[src/rtl/microwave_timer_ctrl_pkg.sv]
// Shared definitions for the microwave cooking-sequence controller:
// state encoding, BCD digit layout and the load-value validity rule.
package microwave_timer_ctrl_pkg;

    typedef enum logic [2:0] {
        IDLE  = 3'd0,
        READY = 3'd1,
        COOK  = 3'd2,
        PAUSE = 3'd3,
        DONE  = 3'd4
    } state_t;

    localparam int DIGIT_W   = 4;
    localparam int SEC_UNITS = 0;
    localparam int SEC_TENS  = 1;
    localparam int MIN_UNITS = 2;
    localparam int MIN_TENS  = 3;

    localparam logic [3:0] MAX_SEC_TENS = 4'd5;
    localparam logic [3:0] MAX_DIGIT    = 4'd9;

    function automatic logic load_valid(input logic [15:0] value);
        return (value[MIN_TENS*DIGIT_W  +: DIGIT_W] <= MAX_DIGIT)
            && (value[MIN_UNITS*DIGIT_W +: DIGIT_W] <= MAX_DIGIT)
            && (value[SEC_TENS*DIGIT_W  +: DIGIT_W] <= MAX_SEC_TENS)
            && (value[SEC_UNITS*DIGIT_W +: DIGIT_W] <= MAX_DIGIT)
            && (value != 16'h0000);
    endfunction

endpackage

[src/rtl/microwave_timer_ctrl_bcd_digit_down.sv]
// One BCD down-counting digit: loadable, wraps 0 -> wrap_limit on decrement,
// and flags borrow whenever it sits at 0 so the next digit can be chained.
module bcd_digit_down (
    input  logic       clock,
    input  logic       clear,
    input  logic       load_en,
    input  logic [3:0] load_value,
    input  logic       dec_en,
    input  logic [3:0] wrap_limit,
    output logic [3:0] digit,
    output logic       borrow
);

    // NOTE: sequential state uses non-blocking assignments so every register
    // samples pre-edge values, independent of statement order.
    always_ff @(posedge clock or posedge clear) begin
        if (clear) begin
            digit <= 4'd0;
        end else if (load_en) begin
            digit <= load_value;
        end else if (dec_en) begin
            digit <= (digit == 4'd0) ? wrap_limit : digit - 4'd1;
        end
    end

    assign borrow = (digit == 4'd0);

endmodule

[src/rtl/microwave_timer_ctrl.sv]
// Microwave cook-time controller: BCD mm:ss countdown on a 1 Hz tick,
// start/stop/door pause handling, and a timed end-of-cook beep.
module microwave_timer_ctrl
    import microwave_timer_ctrl_pkg::*;
#(
    parameter int BEEP_TICKS = 4
) (
    input  logic        clock,
    input  logic        clear,
    input  logic        tick_1hz,
    input  logic        start,
    input  logic        stop,
    input  logic        door_open,
    input  logic        load,
    input  logic [15:0] load_time,
    output logic [15:0] time_bcd,
    output logic [2:0]  state,
    output logic        magnetron_on,
    output logic        light_on,
    output logic        beep
);

    localparam logic [3:0] BEEP_LAST = 4'(BEEP_TICKS - 1);

    state_t      cur_state, next_state;
    logic [3:0]  beep_cnt, next_beep_cnt;
    logic        time_load, time_dec;
    logic [15:0] time_value;
    logic [3:0]  dec_en, borrow;
    logic        load_ok, start_ok, time_is_zero, time_is_one;

    assign load_ok      = load && load_valid(load_time);
    assign start_ok     = start && !door_open;
    assign time_is_zero = &borrow;
    assign time_is_one  = (time_bcd == 16'h0001);

    // Each branch lists events in priority order; the first applicable one wins.
    always_comb begin
        // NOTE: every combinational output gets a default first, so no path
        // through the case leaves one unassigned and infers a latch.
        next_state    = cur_state;
        next_beep_cnt = beep_cnt;
        time_load     = 1'b0;
        time_value    = load_time;
        time_dec      = 1'b0;
        case (cur_state)
            IDLE: begin
                if (load_ok) begin
                    next_state = READY;
                    time_load  = 1'b1;
                end
            end
            READY: begin
                if (stop) begin
                    next_state = IDLE;
                    time_load  = 1'b1;
                    time_value = 16'h0000;
                end else if (start_ok) begin
                    next_state = COOK;
                end else if (load_ok) begin
                    time_load = 1'b1;
                end
            end
            COOK: begin
                if (door_open || stop) begin
                    next_state = PAUSE;
                end else if (tick_1hz && !time_is_zero) begin
                    time_dec = 1'b1;
                    if (time_is_one) begin
                        next_state    = DONE;
                        next_beep_cnt = 4'd0;
                    end
                end
            end
            PAUSE: begin
                if (stop) begin
                    next_state = IDLE;
                    time_load  = 1'b1;
                    time_value = 16'h0000;
                end else if (start_ok) begin
                    next_state = COOK;
                end
            end
            DONE: begin
                if (stop || door_open) begin
                    next_state    = IDLE;
                    next_beep_cnt = 4'd0;
                end else if (tick_1hz) begin
                    if (beep_cnt == BEEP_LAST) begin
                        next_state    = IDLE;
                        next_beep_cnt = 4'd0;
                    end else begin
                        next_beep_cnt = beep_cnt + 4'd1;
                    end
                end
            end
            default: next_state = IDLE;
        endcase
    end

    always_ff @(posedge clock or posedge clear) begin
        if (clear) begin
            cur_state <= IDLE;
            beep_cnt  <= 4'd0;
            beep      <= 1'b0;
        end else begin
            cur_state <= next_state;
            beep_cnt  <= next_beep_cnt;
            beep      <= (next_state == DONE);
        end
    end

    // Digit i decrements only when every lower digit is at 0 and borrows.
    for (genvar i = 0; i < 4; i++) begin : g_digit
        localparam logic [3:0] LIMIT = (i == SEC_TENS) ? MAX_SEC_TENS : MAX_DIGIT;

        if (i == 0) begin : g_first
            assign dec_en[i] = time_dec;
        end else begin : g_rest
            assign dec_en[i] = dec_en[i-1] & borrow[i-1];
        end

        bcd_digit_down u_digit (
            .clock      (clock),
            .clear      (clear),
            .load_en    (time_load),
            .load_value (time_value[i*DIGIT_W +: DIGIT_W]),
            .dec_en     (dec_en[i]),
            .wrap_limit (LIMIT),
            .digit      (time_bcd[i*DIGIT_W +: DIGIT_W]),
            .borrow     (borrow[i])
        );
    end

    assign state        = cur_state;
    assign magnetron_on = (cur_state == COOK) && !door_open;
    assign light_on     = door_open || (cur_state == COOK);

endmodule

[config.mk]
export PLATFORM = sky130hd
export DESIGN_NAME = microwave_timer_ctrl
export DESIGN_NICKNAME = d
export VERILOG_FILES = /design/src/rtl/microwave_timer_ctrl_pkg.sv /design/src/rtl/microwave_timer_ctrl_bcd_digit_down.sv /design/src/rtl/microwave_timer_ctrl.sv
export SDC_FILE = /design/constraint.sdc
export NUM_CORES = 1
export LEC_CHECK = 0
export CELL_PAD_IN_SITES_DETAIL_PLACEMENT = 1
export CELL_PAD_IN_SITES_GLOBAL_PLACEMENT = 1
export CORE_MARGIN = 3
export CORE_UTILIZATION = 25
export DETAILED_ROUTE_END_ITERATION = 8
export PLACE_DENSITY = 0.7
export SLEW_MARGIN = 15
export SYNTH_ARGS = -nofsm -noshare
export SYNTH_HDL_FRONTEND = slang
export SYNTH_SLANG_ARGS = --single-unit
export TNS_END_PERCENT = 5
[constraint.sdc]
create_clock -name clock -period 3.6 [get_ports clock]
set_input_delay 0.72 -clock clock [delete_from_list [all_inputs] [get_ports clock]]
set_output_delay 0.72 -clock clock [all_outputs]
set_load 0.01 [all_outputs]
== Word-level counts from Yosys, hierarchy flattened ==
Cells that the tools add are included.

* Mux-type cells: 39
* Reduce and logical (&&, ||, !) cells: 26
* $add $sub $neg: 5
* Bitwise gates (word level): 3
* Equality and inequality tests: 11
* Order comparisons: 4

{| class="wikitable"
|+ Operators by type and width
! operator !! count
|-
| 4-bit two-way mux || 18
|-
| 16-bit two-way mux || 2
|-
| 3-bit two-way mux || 9
|-
| 16-bit by 1-bit == test with 1-bit output (second input constant) || 1
|-
| 4-bit logical NOT || 4
|-
| 16-bit nonzero test || 1
|-
| 4-bit by 1-bit subtractor with 4-bit output (second input constant) || 4
|-
| 4-bit less-or-equal comparator (second input constant) || 3
|-
| 3-bit one-hot mux with 4 select lines || 1
|-
| 2-bit nonzero test || 5
|-
| 1-bit logical AND || 8
|-
| 4-bit one-hot mux with 2 select lines || 1
|-
| 1-bit two-way mux || 7
|-
| 3-bit by 2-bit == test with 1-bit output (second input constant) || 2
|-
| 3-bit == test (second input constant) || 2
|-
| 2-bit inequality test (second input constant) || 3
|-
| 5-bit AND reduction || 1
|-
| 4-bit by 1-bit adder with 4-bit output (second input constant) || 1
|-
| 4-bit by 2-bit == test with 1-bit output (second input constant) || 1
|-
| 4-bit by 3-bit less-or-equal comparator with 1-bit output (second input constant) || 1
|-
| 4-bit AND reduction || 1
|-
| 1-bit bitwise AND || 3
|-
| 3-bit by 1-bit == test with 1-bit output (second input constant) || 1
|-
| 3-bit logical NOT || 1
|-
| other kinds (5) || 7
|}

* Logic and storage cells: 95
* Output and inout bits: 22
* Flip-flop bits (word level): 24
* Bits of input ports: 23

== Depth between registers and ports, before layout ==
* Depth in word-level cells: 12
* Mapped depth: 6
* Depth with buffers taken out: 5

== Cells and area by module ==
A second synthesis with hierarchy kept.

* Cells, all modules: 234
* Area total of the unflattened synthesis: 1959.4 sq um

{| class="wikitable"
|+ By module, submodules not included
! module !! sequential area each (sq um) !! cells an instance !! area an instance (sq um) !! instances
|-
| bcd_digit_down || 100.1 || 35 || 305.3 || 4
|-
| microwave_timer_ctrl || 200.2 || 94 || 738.2 || 1
|}

== Least setup slack after synthesis ==
OpenSTA, ideal clock, no wires.

* Kind: in2reg
* Start point: in door_open
* End point: reg g_digit[0].u_digit.digit[2]
* Setup slack: 1.600 ns
* Stages on the path: 5
* Data arrival time: 1.913 ns
* Required time: 3.513 ns
* Buffers on the path: 0
* Library setup time: 0.087 ns
* Cells stage by stage: nor3b_2 > nand2_1 > or4_4 > o21a_1 > a211oi_2

* Longest elaborated chain between the ends: 6
* Elaborated cells between the ends (all ways): 10
* Those cells by class: 6 x mux; 4 x reduce/logical

{| class="wikitable"
|+ Ends and longest elaborated chain
! item !! RTL line !! RTL
|-
| start: declaration || microwave_timer_ctrl.sv:13 || <nowiki>input logic door_open,</nowiki>
|-
| 1-bit logical NOT || microwave_timer_ctrl.sv:33 || <nowiki>assign start_ok = start && !door_open;</nowiki>
|-
| 1-bit logical AND || microwave_timer_ctrl.sv:33 ||
|-
| 1-bit two-way mux || microwave_timer_ctrl.sv:58 || <nowiki>end else if (start_ok) begin</nowiki>
|-
| 1-bit two-way mux || microwave_timer_ctrl.sv:54 || <nowiki>if (stop) begin</nowiki>
|-
| 1-bit one-hot mux with 3 select lines || microwave_timer_ctrl.sv:46 || <nowiki>case (cur_state)</nowiki>
|-
| 4-bit two-way mux or 2-bit nonzero test (tied branches) || n/a ||
|-
| end signal: assignment || microwave_timer_ctrl_bcd_digit_down.sv:20 || <nowiki>digit <= load_value;</nowiki>
|-
| end signal: assignment || microwave_timer_ctrl_bcd_digit_down.sv:22 || <nowiki>digit <= (digit == 4'd0) ? wrap_limit : digit - 4'd1;</nowiki>
|-
| end: declaration || microwave_timer_ctrl_bcd_digit_down.sv:10 || <nowiki>output logic [3:0] digit,</nowiki>
|}

Parallel ways exist; a longest one is shown, timed or not.
A chain may end at the register's enable or synchronous reset.

== Final worst setup path ==
* Start point: in door_open
* End point: out magnetron_on

* Longest elaborated chain between the ends: 2

{| class="wikitable"
|+ Ends and longest elaborated chain
! item !! RTL line !! RTL
|-
| 1-bit logical NOT || microwave_timer_ctrl.sv:136 || <nowiki>assign magnetron_on = (cur_state == COOK) && !door_open;</nowiki>
|-
| 1-bit logical AND || microwave_timer_ctrl.sv:136 ||
|-
| end: declaration || microwave_timer_ctrl.sv:18 || <nowiki>output logic magnetron_on,</nowiki>
|}

No other way between the ends.

==> flow_summary_export.csv <==
group,metric,value,unit
logic_synthesis,seq_area_frac_synth,38.2,%
detailed_routing,drt-met1-wl,2.26,mm
worst_setup_path,critPathArrivalTime,2.08,ns
final_layout,multi_input_area,906,sq um
logic_synthesis,netlist_area,1570,sq um
logic_synthesis,synth.avg_cell_area,9.18,sq um
floorplan,die_x,85.3,um
timing,finClkSkew,0.00526,ns
worst_setup_path,r2r_end,"beep_cnt[1]$_DFFE_PP0P_",
final_layout,syn2layout_area_growth,37.1,%
clock_network,clk_pin_slew_worst_paths,0.09,ns
timing,min_period,2.80,ns
global_route,grt_pass1_wl,7.91,mm
final_layout,final_common_cell,"clkdlybuf4s50_1",
global_route,grt_antenna_before_repair,0,
clock_network,cts_resized,0,
floorplan,start_util,26.2,%
clock_network,cts_tree,"done",
floorplan,num_rows,28,
logic_synthesis,ys_types,47,
worst_setup_path,crit_type,"input port to output pin",
logic_synthesis,ys_ff_latch,24,
timing,finalSetupViolCount,0,
min_path,hold_path.startpoint,"beep_cnt[0]$_DFFE_PP0P_",
final_layout,fin_area,2150,sq um
detailed_routing,wl_per_cell,16.3,um
logic_synthesis,synth-edff-count,0,
worst_setup_path,startpoint,"door_open",
detailed_routing,firstDrtPassIters,4,
worst_setup_path,r2r-start,"g_digit[2].u_digit.digit[3]$_DFFE_PP0P_",
clock_network,htree_num_levels,1,
placement,portBuffers,44,
global_route,grt_overflow_total,0,
detailed_routing,drt-vias-per-instance,5.20,
worst_setup_path,crit_buf_inv,3,
status,status,"finished clean",
timing,slew-limit-headroom,35.6,%
timing,rsz0062_at_grt,"false",
logic_synthesis,synth_flop_cell,"dfrtp_1",
logic_synthesis,synth_cells,171,
detailed_routing,dr.first_iter.drc_count,61,
detailed_routing,drc,0,
global_route,grt_usage,13.7,%
final_layout,fin_util,35.9,%
final_layout,n_fill_cell,694,
floorplan,io_pins,45,
detailed_routing,dr_wl_met2,2.30,mm
clock_network,cts_root_buf,"clkbuf_8",
logic_synthesis,synth-async-reset-ratio,100,%
worst_setup_path,path_cells,"clkdlybuf4s50_1 -> inv_1 -> and2_2 -> clkdlybuf4s50_1",
detailed_routing,num_vias,1514,
run,max-cap-violations,0,
placement,pre_cts_slack,0.812,ns
final_layout,regArea,601,sq um
timing,worst_slack,0.796,ns
min_path,hold_path_class,"flop to flop",
global_route,grt_pass1_vias,1532,
worst_setup_path,worst-r2r-cell-count,5,
worst_setup_path,cp_max_fo,6,
final_layout,layout-drive-gt1-share,10.2,%
floorplan,die-area,7270,sq um
worst_setup_path,crit_slowest_cell,"clkdlybuf4s50_1",
final_layout,diodes,0,
clock_network,clock_path_buffers,2,
placement,dpl-instance-area,2100,sq um
global_route,grt_max_degree,25,
detailed_routing,route.met3.wl,155,um
detailed_routing,routed_wirelength,4.75,mm
placement,dpl.hpwl,3.68,mm
detailed_routing,final_antenna_net_count,0,
detailed_routing,routed.top_layer,"met4",
floorplan,core_area,5990,sq um
worst_setup_path,path_delay_family,"buffers and inverters",
worst_setup_path,cp-end-kind,"output pin",
clock_network,cts_made_buffers,3,
pwr,powerDensity,634,nW/um^2
min_path,min_path_cells,1,
timing,tns,0,ns
timing,fin_crit_sh,77.9,%
timing,hold_viol_final,0,
worst_setup_path,crit_top_cell,"clkdlybuf4s50_1",
worst_setup_path,start_kind,"input port",
pwr,ir_drop,0.324,mV
clock_network,cts.hold.buffers_added,0,
timing,tightestPinTransition,0.965,ns
timing,drv_slew,0,
clock_network,cts_setup_buffers,0,
logic_synthesis,synth.yosys.warnings,0,
pwr,leakage,0.803,nW
clock_network,cts_sinks,24,
worst_setup_path,max_stage_delay,0.59,ns
final_layout,nNetsFinal,241,
final_layout,final_cell_mix,"44 x clkdlybuf4s50_1, 24 x dfrtp_1, 22 x nor2_1, 13 x a211oi_1",
worst_setup_path,rrSetupSlack,1.46,ns
clock_network,clk-insertion-delay-late,0.27,ns
worst_setup_path,cp.required,2.88,ns
logic_synthesis,synth_nets,195,
timing,fmax,357,MHz
min_path,whs_endpoint,"beep_cnt[0]$_DFFE_PP0P_",
placement,place.gp.congestion,0.737,
floorplan,dieHeight,85.3,um
[report_power, final]
group          internal (mW)  switching [mW]
clock                 0.0979          0.0932
sequential             0.352           0.171
combinational          0.346           0.304
total                  0.796           0.568
[registers in the layout, summed over array words and instances, names as in the netlist]
register	count
beep	1
g_digit.u_digit.digit	16
state	3
beep_cnt	4
[worst max path at each step]
| stage | endpoint | slack (ns) | cells past startpoint |
|---|---|---|---|
| 6_report | magnetron_on | 0.80 | 4 |
| 3_3_place_gp | magnetron_on | 0.85 | 4 |
| 5_1_grt | magnetron_on | 0.74 | 4 |
| 3_5_place_dp | magnetron_on | 0.81 | 4 |
| 4_1_cts | magnetron_on | 0.80 | 4 |
| 2_1_floorplan | g_digit[0].u_digit.digit[2]$_DFFE_PP0P_ | 1.60 | 5 |
[cells in the mapped netlist, types with 4 or more instances]
library cell,count,share of area (%)
a211oi_1,13,6.2
a21oi_1,8,2.5
dfrtp_1,24,38
inv_1,9,2.2
mux2i_1,7,4.5
nand2_1,8,1.9
nand4_1,4,1.6
nor2_1,22,5.3
nor3_1,4,1.3
nor4_1,7,2.8
o21ai_0,9,2.9
[layer usage]
layer  track usage, %  vias to the layer above
li1                 -                      736
met1             18.5                      746
met2             22.5                       28
met3             3.11                        4
met4             2.59                        0
met5                0                        -
[final cells by class]
cell class | count | share of cell area (%)
flip-flops and latches | 24 | 27.9
clock buffers | 4 | 2.56
multi-input cells | 132 | 42.1
inverters | 9 | 1.57
well taps | 75 | 4.36
repair buffers | 47 | 21.5
[kinds of logic (layout without fill, tap and decap cells)]
kind of cell             count (synthesis)  in the layout  share of synthesized area, %
AND/OR/NAND/NOR                         75             75                          30.9
AO/OA/AOI/OAI                           46             46                          19.8
buffers and inverters                   15             60                          4.06
adder cells (fa/ha/maj)                  1              1                         0.797
flip-flops                              24             24                          38.2
multiplexers                             7              7                          4.46
XOR/XNOR                                 3              3                          1.67
[through the flow]
| step | hold slack (ns) | std cells | power (mW) |
|---|---|---|---|
| 3_3_place_gp | 0.526 | 287 | 1.17 |
| 3_5_place_dp | 0.528 | 287 | 1.19 |
| 4_1_cts | 0.544 | 291 | 1.38 |
| 6_report | 0.537 | 291 | 1.36 |
| 5_1_grt | 0.586 | 291 | 1.47 |
| 2_1_floorplan | 0.494 | 171 | 0.864 |
Note: power is estimated with default switching activity, not from simulation.
